==> src/rtl/max_pool_engine.sv <==
//==============================================================================
// Module   : max_pool_engine
// Purpose  : Max pooling over the KxK window stream of an upstream
//            sliding_window. Windows that straddle a row boundary are
//            dropped and a configurable stride is applied. Each accepted
//            window goes through a two-stage registered comparator tree
//            and produces one pooled pixel with an end-of-frame marker.
// Ports    : clk          - clock, rising edge
//            rst          - asynchronous active-high reset
//            window       - current window, window[r][c], row 0 = oldest row
//            window_valid - window populated; one raster step per assertion
//            pool_out     - maximum of an accepted window
//            pool_valid   - pool_out valid this cycle
//            pool_last    - final pooled pixel of the frame (with pool_valid)
// Config   : MAXPOOL_SIGNED_EN - when defined, pixels compare as
//            two's-complement signed; otherwise unsigned.
// Revision : 1.0 - initial release
//==============================================================================
`default_nettype none

module max_pool_engine #(
  parameter int DATA_WIDTH = 8,
  parameter int KERNEL_DIM = 3,
  parameter int ROW_SIZE   = 5,
  parameter int STRIDE     = 1
) (
  input  logic                                                clk,
  input  logic                                                rst,
  input  logic [KERNEL_DIM-1:0][KERNEL_DIM-1:0][DATA_WIDTH-1:0] window,
  input  logic                                                window_valid,
  output logic [DATA_WIDTH-1:0]                               pool_out,
  output logic                                                pool_valid,
  output logic                                                pool_last
);

  localparam int OUT_DIM = (ROW_SIZE - KERNEL_DIM) / STRIDE + 1;
  localparam int CNT_W   = (ROW_SIZE > 1) ? $clog2(ROW_SIZE) : 1;
  localparam int PH_W    = (STRIDE > 1) ? $clog2(STRIDE) : 1;

  localparam logic [CNT_W-1:0] C_FIRST    = CNT_W'(KERNEL_DIM - 1);
  localparam logic [CNT_W-1:0] C_EDGE     = CNT_W'(ROW_SIZE - 1);
  localparam logic [CNT_W-1:0] C_LAST_POS = CNT_W'(KERNEL_DIM - 1 + (OUT_DIM - 1) * STRIDE);
  localparam logic [PH_W-1:0]  C_PH_MAX   = PH_W'(STRIDE - 1);

  if (ROW_SIZE < KERNEL_DIM || STRIDE < 1 || KERNEL_DIM < 1) begin : g_param_check
    $error("max_pool_engine: requires ROW_SIZE >= KERNEL_DIM >= 1 and STRIDE >= 1");
  end

  // Pixel comparison; the only place where signedness matters.
  function automatic logic greater(input logic [DATA_WIDTH-1:0] a,
                                   input logic [DATA_WIDTH-1:0] b);
`ifdef MAXPOOL_SIGNED_EN
    return $signed(a) > $signed(b);
`else
    return a > b;
`endif
  endfunction

  // ---------------------------------------------------------------------------
  // Position and stride-phase tracking
  // ---------------------------------------------------------------------------
  logic [CNT_W-1:0] col_cnt_q, col_cnt_d;
  logic [CNT_W-1:0] row_cnt_q, row_cnt_d;
  logic [PH_W-1:0]  col_ph_q,  col_ph_d;
  logic [PH_W-1:0]  row_ph_q,  row_ph_d;
  logic             accept;
  logic             accept_last;

  always_comb begin
    col_cnt_d = col_cnt_q;
    row_cnt_d = row_cnt_q;
    col_ph_d  = col_ph_q;
    row_ph_d  = row_ph_q;
    if (window_valid) begin
      if (col_cnt_q == C_EDGE) begin
        col_cnt_d = '0;
        if (row_cnt_q == C_EDGE) begin
          // Frame complete: next pixel is the first of a new frame.
          row_cnt_d = C_FIRST;
          row_ph_d  = '0;
        end else begin
          row_cnt_d = row_cnt_q + 1'b1;
          row_ph_d  = (row_ph_q == C_PH_MAX) ? '0 : row_ph_q + 1'b1;
        end
      end else begin
        col_cnt_d = col_cnt_q + 1'b1;
      end
      // Column phase restarts at the first full-window column of every row,
      // so stride alignment never depends on row length.
      if (col_cnt_d == C_FIRST) begin
        col_ph_d = '0;
      end else begin
        col_ph_d = (col_ph_q == C_PH_MAX) ? '0 : col_ph_q + 1'b1;
      end
    end
  end

  assign accept = window_valid && (col_cnt_q >= C_FIRST) &&
                  (col_ph_q == '0) && (row_ph_q == '0);
  assign accept_last = accept && (row_cnt_q == C_LAST_POS) && (col_cnt_q == C_LAST_POS);

  // ---------------------------------------------------------------------------
  // Comparator tree
  // ---------------------------------------------------------------------------
  logic [KERNEL_DIM-1:0][DATA_WIDTH-1:0] row_max_d, row_max_q;
  logic [DATA_WIDTH-1:0]                 pool_max_d;
  logic                                  s1_valid_q, s1_last_q;
  logic [DATA_WIDTH-1:0]                 pool_out_q;
  logic                                  pool_valid_q, pool_last_q;

  always_comb begin
    row_max_d = '0;
    for (int r = 0; r < KERNEL_DIM; r++) begin
      row_max_d[r] = window[r][0];
      for (int c = 1; c < KERNEL_DIM; c++) begin
        if (greater(window[r][c], row_max_d[r])) begin
          row_max_d[r] = window[r][c];
        end
      end
    end
  end

  always_comb begin
    pool_max_d = row_max_q[0];
    for (int r = 1; r < KERNEL_DIM; r++) begin
      if (greater(row_max_q[r], pool_max_d)) begin
        pool_max_d = row_max_q[r];
      end
    end
  end

  always_ff @(posedge clk or posedge rst) begin
    if (rst) begin
      col_cnt_q    <= C_FIRST;
      row_cnt_q    <= C_FIRST;
      col_ph_q     <= '0;
      row_ph_q     <= '0;
      row_max_q    <= '0;
      s1_valid_q   <= 1'b0;
      s1_last_q    <= 1'b0;
      pool_out_q   <= '0;
      pool_valid_q <= 1'b0;
      pool_last_q  <= 1'b0;
    end else begin
      col_cnt_q    <= col_cnt_d;
      row_cnt_q    <= row_cnt_d;
      col_ph_q     <= col_ph_d;
      row_ph_q     <= row_ph_d;
      row_max_q    <= row_max_d;
      s1_valid_q   <= accept;
      s1_last_q    <= accept_last;
      pool_out_q   <= pool_max_d;
      pool_valid_q <= s1_valid_q;
      pool_last_q  <= s1_last_q;
    end
  end

  assign pool_out   = pool_out_q;
  assign pool_valid = pool_valid_q;
  assign pool_last  = pool_last_q;

endmodule

`default_nettype wire

==> config.mk <==
export PLATFORM = sky130hd
export DESIGN_NAME = max_pool_engine
export DESIGN_NICKNAME = d
export VERILOG_FILES = /design/src/rtl/max_pool_engine.sv
export SDC_FILE = /design/constraint.sdc
export NUM_CORES = 1
export LEC_CHECK = 0
export BUFFER_PORTS_ARGS = -buffer_cell sky130_fd_sc_hd__buf_2
export CAP_MARGIN = 20
export CORE_ASPECT_RATIO = 2
export CORE_MARGIN = 3
export CORE_UTILIZATION = 56
export DETAILED_ROUTE_END_ITERATION = 12
export PLACE_DENSITY_LB_ADDON = 0.15
export SYNTH_ARGS = -nofsm -noshare
export SYNTH_HDL_FRONTEND = slang
export SYNTH_SLANG_ARGS = --single-unit
==> constraint.sdc <==
create_clock -name clk -period 4.1 [get_ports clk]
set_clock_uncertainty 0.2 [all_clocks]
set_input_delay 0.205 -clock clk [delete_from_list [all_inputs] [get_ports clk]]
set_output_delay 0.205 -clock clk [all_outputs]
set_load 0.005 [all_outputs]
# Word-level counts from Yosys, hierarchy flattened
# Cells that the tools add are included.
[totals]
register_bits = 44
in_bits = 75
out_inout_bits = 10
word_cells = 51
[classes]
n_addsub = 4
order_cmp = 9
n_eq_ne = 3
mux = 15
n_bitwise = 2
n_reduce_logical = 6
[op_table]
columns = ["cell", "count"]
rows = [
  ["greater-than comparator 8 bit", 8],
  ["two-way mux 8 bit", 8],
  ["two-way mux 3 bit", 3],
  ["adder 3 x 1 -> 3 bit (second input constant)", 2],
  ["== test 3 bit (second input constant)", 2],
  ["logical AND 1 bit", 5],
  ["two-way mux 1 bit", 4],
  ["== test 3 x 2 -> 1 bit (second input constant)", 1],
  ["greater-or-equal comparator 3 x 2 -> 1 bit (second input constant)", 1],
  ["adder 1 bit (second input constant)", 2],
  ["inverter 1 bit", 2],
  ["AND reduction 2 bit", 1],
]

# Longest topological paths before layout
# Gate-level depths: netlist of run 1.
[depth]
ltp_word = 6
mapped_depth = 16

# Worst setup path before layout of run 1
# No wires, ideal clock.
[synth_path]
path_kind = "register to register"
start = "register row_max_q[7] in the netlist's numbering"
end = "register pool_out_q[0] (netlist: pool_out[0])"
setup_ns = 0.127
arrival_time_ns = 2.941
t_required_ns = 3.773
slack_ns = 0.832
stages_incl_launch_ff = 15
n_path_buf = 2
cell_sequence = "dfrtp_1 -> inv_1 -> ha_1 -> nand4_1 -> o21ai_1 -> buf_2 -> nand3_1 -> and2_1 -> ha_1 -> a21o_1 -> a221o_1 -> a21oi_4 -> or2_1 -> buf_6 -> a31oi_1"
[synth_via]
elab_chain_len = 4
[synth_rtl]
columns = ["item", "line_no", "source"]
rows = [
  ["start, declared", "105", "logic [KERNEL_DIM-1:0][DATA_WIDTH-1:0] row_max_d, row_max_q;"],
  ["start signal, assigned", "149", "row_max_q <= row_max_d;"],
  ["greater-than comparator 8 bit", "55", "return a > b;"],
  ["two-way mux 8 bit *", "126", "if (greater(row_max_q[r], pool_max_d)) begin"],
  ["greater-than comparator 8 bit", "55", ""],
  ["two-way mux 8 bit *", "126", ""],
  ["named net pool_max_d[0]", "106", "logic [DATA_WIDTH-1:0] pool_max_d;"],
  ["end signal, assigned", "152", "pool_out_q <= pool_max_d;"],
  ["end, declared", "108", "logic [DATA_WIDTH-1:0] pool_out_q;"],
]
# The timed path passes the listed nets; every way through them passes the cells marked *.
# A chain may end at the register's enable or synchronous reset.

# Worst setup path after layout of run 1
[layout_path]
start = "register row_max_q[9] in the netlist's numbering"
end = "register pool_out_q[4] (netlist: pool_out[4])"
# Same word-level chain as after synthesis.

==> results.ini, run 1 <==
[synthesis]
synth.avg_cell_area_sq_um=8.837
syn-num-nets=591
synthAdderAreaFrac_pct=21.86
synthSimpleGateAreaFrac_pct=20.40
synth_mux_area_share_pct=0
synthXorXnorAreaFrac_pct=0
synth-edff-count=0
syn_inst=447
synth_top_family_by_area=compound AO/OA/AOI/OAI gates
netlist_area_sq_um=3950
yosysWarnings=0
synth_ff_type=dfrtp_1
synth_compound_gate_area_share_pct=23.54
async_flop_share_pct=100.0
ys_seq_elements=42
yosysSeqAreaShare_pct=26.67
synth_cell_type_count=35

[setup_path]
required_ns=4.06
cp_cell_sequence=ha_1, nor2b_1, o211ai_1, a211o_1, a21bo_2, and2_1, ha_1, a21o_1, a221o_1, a21oi_4, or2_1, a31oi_1
critPathKind=flip-flop to flip-flop
end_kind=flip-flop
slowest_stage=a211o_1
arrival_ns=3.68
worst_setup_path_start_kind=flip-flop
cp_max_fo=16
crit_path_max_incr_delay_ns=0.46
crit_top_cell=ha_1

[placement]
hpwl_um=7620
post_dp_cell_area_sq_um=4408
dp_cells=611
gp_congestion=0.8640
io_buffer_count=84

[grt]
overflow=0
grt_max_degree=43
grt_pass1_vias=3650
antenna_found_initial=0
grt.busiest_layer=met2
met3_usage_pct=3.791
track_usage_pct=23.44
met2_usage_pct=45.37
use_met1_pct=20.88
grt_pass1_wl_um=15170

[pwr]
p_leak_nw=2.342
total_power_mw=2.299
p_per_area_nw_per_um2=498.1
peakVddDrop_mv=0.2260

[die]
start_util_pct=58.72
die_h_um=124.8
io_pins=85
die_w_um=65.39
dieArea_sq_um=8158
core-area_sq_um=6726
rows=42

[detailed_routing]
drt.antenna.violating_nets=0
viasPerCell=5.807
dr.pass1.iters=4
wirelength_um=9059
wl_per_cell_um=14.56
drc=0
drt_iter0_drc=95
vias=3612

[timing]
hold_violations=0
max_freq_mhz=268.7
fin_crit_sh_pct=90.79
setup_viol=0
rsz0062_at_grt=no
tightestPinTransition_ns=0.5593
slew_headroom_pct=62.46
timing.final.max_slew_violations=0
setup_tns_ns=0
period_minus_slack_ns=3.722

[final_layout]
fillerInstances=622
drive_gt1_share_pct=25.28
finalNetCount=678
multi_input_area_sq_um=2599
final_core_util_pct=68.64
design_area_sq_um=4617
layout.cells.non_filler=622
num_antenna_cells=0
regArea_sq_um=1054
syn_to_final_growth_pct=16.88

[clocking]
clock-sinks=42
cts_inserted_buffers=5
cts_tree=built
cts_resized=0
cts-root-buf=clkbuf_16
hold_buffers=4
cts_setup_buffers=0
htree_levels=2
clock_path_buffers=2
worstSkewPairLatency_ns=0.29
path_clk_slew_ns=0.06

[status]
status=finished clean

[run]
drv_cap=0

[hold_path]
holdCritPathClass=primary input to flip-flop

==> area by class of cell <==
class | count | share of cell area [%]
multi-input combinational | 345 | 56.29
clock inverter | 1 | 0.6504
sequential | 42 | 22.82
timing repair buffer | 96 | 11.27
tap | 88 | 2.385
inverter | 44 | 3.577
clock buffer | 6 | 3.008
==> cells in the final DEF (no fill, tap or decap), types with 8 or more instances in the layout <==
cell type  instances
a21oi_1           20
buf_2             84
inv_1             44
ha_1              69
and2_1            29
nand3_1           35
nor2_1            17
a31oi_1           32
nor3_1            24
buf_4              8
dfrtp_1           40
a21o_1             8
nand4_1           10
o21ai_0           15
nand2_1           18
a21bo_2           28
==> state kept, by name, summed over array words and instances (netlist names) <==
signal,flops
pool_valid,1
row_cnt_q,3
s1_valid_q,1
pool_last,1
col_cnt_q,3
row_max_q,24
pool_out,8
s1_last_q,1
==> power by group <==
| group | leakage [nW] | internal [mW] | switching (mW) |
|---|---|---|---|
| Clock | 0.0829 | 0.300 | 0.153 |
| Sequential | 0.491 | 0.569 | 0.0857 |
| Combinational | 1.77 | 0.536 | 0.655 |
| Total | 2.34 | 1.41 | 0.894 |
==> logic make-up (layout without fill, tap and decap cells) <==
| kind of cell | count (synthesis) | in the layout |
|---|---|---|
| simple gates | 151 | 151 |
| flops | 42 | 42 |
| compound gates | 125 | 125 |
| fa+ha+maj | 69 | 69 |
| buf+inv | 60 | 147 |
==> critical path, delay by kind of cell (launching register included) <==
family	cells	cell delay [ns]
AO/OA/AOI/OAI	7	1.80
adder cells (fa/ha/maj)	2	0.59
flip-flops	1	0.40
AND/OR/NAND/NOR	3	0.61
==> per-stage QoR <==
stage | setup WS [ns] | hold WS (ns)
floorplan | 0.8317 | 0.1312
finish | 0.3777 | 0.003876
CTS | 0.3740 | 0.001208
global placement | 0.3991 | 0.1332
global route | 0.1034 | 0.004460
detailed placement | 0.3557 | 0.1364
==> per-layer routing <==
layer	part of all wire, %	wire length [um]	vias up
li1	-	-	1805
met3	3.5	321	41
met4	5.6	507	0
met2	56	5085	99
met1	35	3143	1667
met5	0	0	-
==> path summary, 6_finish.rpt <==
kind	slack, ns	to	cells after the start	from
setup / recovery	0.38	pool_out[4]$_DFF_PP0_	12	row_max_q[9]$_DFF_PP0_
hold / removal	0.004	row_max_q[23]$_DFF_PP0_	3	window[71]
setup reg to reg	0.38	pool_out[4]$_DFF_PP0_	12	row_max_q[9]$_DFF_PP0_
hold reg to reg	0.15	pool_last$_DFF_PP0_	0	s1_last_q$_DFF_PP0_
max in group asynchronous	2.95	row_max_q[2]$_DFF_PP0_	4	rst
min in group asynchronous	0.37	row_cnt_q[2]$_DFFE_PP0P_	4	rst
==> synth_stat cells (2+ instances only) <==
library cell / number / share of area, %
and2_1: 29 / 4.6
buf_2: 4 / 0.51
clkbuf_1: 3 / 0.29
a211o_1: 4 / 0.89
nor3_1: 24 / 3.0
nand4_1: 10 / 1.6
a21oi_4: 2 / 0.82
a21oi_1: 20 / 2.5
nand3_1: 35 / 4.4
o21ai_1: 4 / 0.51
nor2_1: 17 / 1.6
a21bo_2: 28 / 7.1
nor2b_1: 5 / 0.79
a21o_1: 8 / 1.5
and3_1: 4 / 0.63
buf_6: 9 / 2.6
or2_1: 3 / 0.48
and4_1: 2 / 0.44
a221o_1: 3 / 0.76
dfrtp_1: 40 / 25
nand2_1: 18 / 1.7
inv_1: 44 / 4.2
ha_1: 69 / 22
o21ai_0: 15 / 1.9
o211ai_1: 4 / 0.76
dfstp_2: 2 / 1.3
nor3b_1: 2 / 0.38
a31oi_1: 32 / 5.1
Note: power is estimated with default switching activity, not from simulation.
==> run 2: changes to the inputs <==
- GPL_TIMING_DRIVEN: default -> 0
- MAX_ROUTING_LAYER: default -> met4
- clock period: 4.1 -> 4.2 ns (I/O delays scaled with it)
==> results.ini, run 2 (synthesis gave the netlist of run 1 again) <==
[setup_path]
reg2reg_slack_ns=0.41  ; was 0.38 ns
slowest_stage=o21ai_1  ; was a211o_1
cp_cell_sequence=ha_1, nand4_1, o21ai_1, buf_2, nand3_1, and2_1, ha_1, a21o_1, a221o_1, a21oi_4, or2_1, buf_6, a31oi_1  ; was ha_1, nor2b_1, o211ai_1, a211o_1, a21bo_2, and2_1, ha_1, a21o_1, a221o_1, a21oi_4, or2_1, a31oi_1
cp_max_fo=10  ; was 16
r2r_cells=13  ; was 12
critPathTopFamily=compound AO/OA/AOI/OAI gates  ; unchanged
r2r-end=pool_out[0]$_DFF_PP0_  ; was pool_out[4]$_DFF_PP0_
end_kind=flip-flop  ; unchanged
crit_end=pool_out[0]$_DFF_PP0_  ; was pool_out[4]$_DFF_PP0_
cp.depth=13  ; was 12
critPathKind=flip-flop to flip-flop  ; unchanged
worst_setup_path_start_kind=flip-flop  ; unchanged
crit_path_max_incr_delay_ns=0.43  ; was 0.46 ns
worst-path-buf-inv=2  ; was 0
r2r_start=row_max_q[11]$_DFF_PP0_  ; was row_max_q[9]$_DFF_PP0_
crit_top_cell=ha_1  ; unchanged
required_ns=4.15  ; was 4.06 ns
arrival_ns=3.74  ; was 3.68 ns
crit_path_start=row_max_q[11]$_DFF_PP0_  ; was row_max_q[9]$_DFF_PP0_

[clocking]
worstSkewPairLatency_ns=0.29  ; about the same
cts_inserted_buffers=5  ; unchanged
htree_levels=2  ; unchanged
cts_tree=built  ; unchanged
cts-root-buf=clkbuf_16  ; unchanged
clock_path_buffers=2  ; unchanged
clock-sinks=42  ; unchanged
cts_setup_buffers=0  ; unchanged
path_clk_slew_ns=0.06  ; about the same

[detailed_routing]
wirelength_um=9140  ; was 9059 um
viasPerCell=5.738  ; was 5.807
dr.pass1.iters=4  ; unchanged
drt_iter0_drc=115  ; was 95
drc=0  ; unchanged
vias=3598  ; was 3612
drt.antenna.violating_nets=0  ; unchanged
wl_per_cell_um=14.58  ; was 14.56 um

[die]
dieArea_sq_um=8158  ; unchanged
die_w_um=65.39  ; unchanged
die_h_um=124.8  ; unchanged
start_util_pct=58.72  ; unchanged
rows=42  ; unchanged
io_pins=85  ; unchanged
core-area_sq_um=6726  ; unchanged

[pwr]
p_leak_nw=2.359  ; was 2.342 nW
p_per_area_nw_per_um2=490.8  ; was 498.1 nW/um^2
peakVddDrop_mv=0.2516  ; was 0.2260 mV

[placement]
hpwl_um=7767  ; was 7620 um
place_ws_ns=0.4458  ; was 0.3557 ns
io_buffer_count=83  ; was 84
gp_congestion=0.9054  ; was 0.8640
post_dp_cell_area_sq_um=4476  ; was 4408 sq um

[final_layout]
final_common_cell=buf_2  ; unchanged
regMostFlops=row_max_q  ; unchanged
syn_to_final_growth_pct=17.74  ; was 16.88%
drive_gt1_share_pct=26.16  ; was 25.28%
largest_register_ffs=24  ; unchanged
design_area_sq_um=4651  ; was 4617 sq um
num_antenna_cells=0  ; unchanged
layout_common_cells=87 x buf_2, 69 x ha_1, 43 x inv_1  ; was 84 x buf_2, 69 x ha_1, 44 x inv_1
final_core_util_pct=69.14  ; was 68.64%
finalNetCount=682  ; was 678

[timing]
tightestPinTransition_ns=0.8383  ; was 0.5593 ns
slew_headroom_pct=44.03  ; was 62.46%
hold_violations=0  ; unchanged
setup_tns_ns=0  ; unchanged
max_freq_mhz=263.9  ; was 268.7 MHz
setup_viol=0  ; unchanged
period_minus_slack_ns=3.789  ; was 3.722 ns
timing.final.max_slew_violations=0  ; unchanged
fin_crit_sh_pct=90.23  ; was 90.79%
fin_ws_ns=0.4105  ; was 0.3777 ns
rsz0062_at_grt=no  ; unchanged

[run]
drv_cap=0  ; unchanged

[grt]
grt_pass1_vias=3816  ; was 3650
track_usage_pct=24.27  ; was 23.44%
overflow=0  ; unchanged
antenna_found_initial=0  ; unchanged
grt_max_degree=43  ; unchanged
grt_pass1_wl_um=15560  ; was 15170 um

[status]
status=finished clean  ; unchanged

[hold_path]
holdCritPathClass=primary input to flip-flop  ; unchanged

==> run 2: cell types whose count changed in the layout (fill, tap and decap cells not counted), moves of 2 or more <==
cell	delta
buf_2	+3
dlygate4sd3_1	-3
buf_4	-8
clkbuf_1	+3
clkinv_2	+2
buf_6	+9
==> run 2: where the power goes <==
group	leakage (nW)	internal [mW]	total (mW)	switching (mW)
clock network	0.0836	0.278	0.429	0.151
registers	0.491	0.556	0.637	0.0810
logic	1.78	0.556	1.22	0.661
==> run 2: what timing repair did <==
| action | in CTS | in global routing |
|---|---|---|
| hold buffers | 1 | 0 |
| hold endpoints to repair | 40 | 0 |
| resized for setup | 0 | 0 |
==> run 2: how the worst min path moves through the flow <==
stage / startpoint / end / cells past startpoint
3_3_place_gp: s1_last_q$_DFF_PP0_ / pool_last$_DFF_PP0_ / 0
5_1_grt: window[69] / row_max_q[21]$_DFF_PP0_ / 3
3_5_place_dp: s1_last_q$_DFF_PP0_ / pool_last$_DFF_PP0_ / 0
4_1_cts: window[69] / row_max_q[21]$_DFF_PP0_ / 3
2_1_floorplan: s1_last_q$_DFF_PP0_ / pool_last$_DFF_PP0_ / 0
6_report: window[70] / row_max_q[22]$_DFF_PP0_ / 3
==> run 2: worst register-to-register path, stage by stage (launching register included) <==
cell and delay (ns):
dfrtp_1 0.41, ha_1 0.34, nand4_1 0.15, o21ai_1 0.43
buf_2 0.31, nand3_1 0.12, and2_1 0.15, ha_1 0.28
a21o_1 0.17, a221o_1 0.39, a21oi_4 0.29, or2_1 0.17
buf_6 0.13, a31oi_1 0.11
==> run 2: per-layer routing <==
layer	global-route usage, %	vias up	routed length, um
li1	-	1814	-
met1	21.08	1681	3146
met2	48.06	78	5414
met3	2.617	25	264
met4	11.74	0	314
met5	-	-	0
==> run 2: cell type report <==
type / count / area [sq um]
plain buffers: 16 / 132.6
clock buffers: 5 / 125.1
clock inverters: 3 / 40.04
fillers: 595 / 2076
inverters: 44 / 165.2
multi-input cells: 345 / 2599
flip-flops and latches: 42 / 1054
well taps: 88 / 110.1
repair buffers: 84 / 425.4
==> run 2: per-stage QoR <==
stage	hold slack (ns)	instances	power, mW
after floorplan	0.1312	447	1.506
final	0.005883	627	2.283
after global placement	0.1332	618	1.803
after detailed placement	0.1411	618	1.852
after CTS	0.0004105	627	2.289
after global routing	0.02303	627	2.483
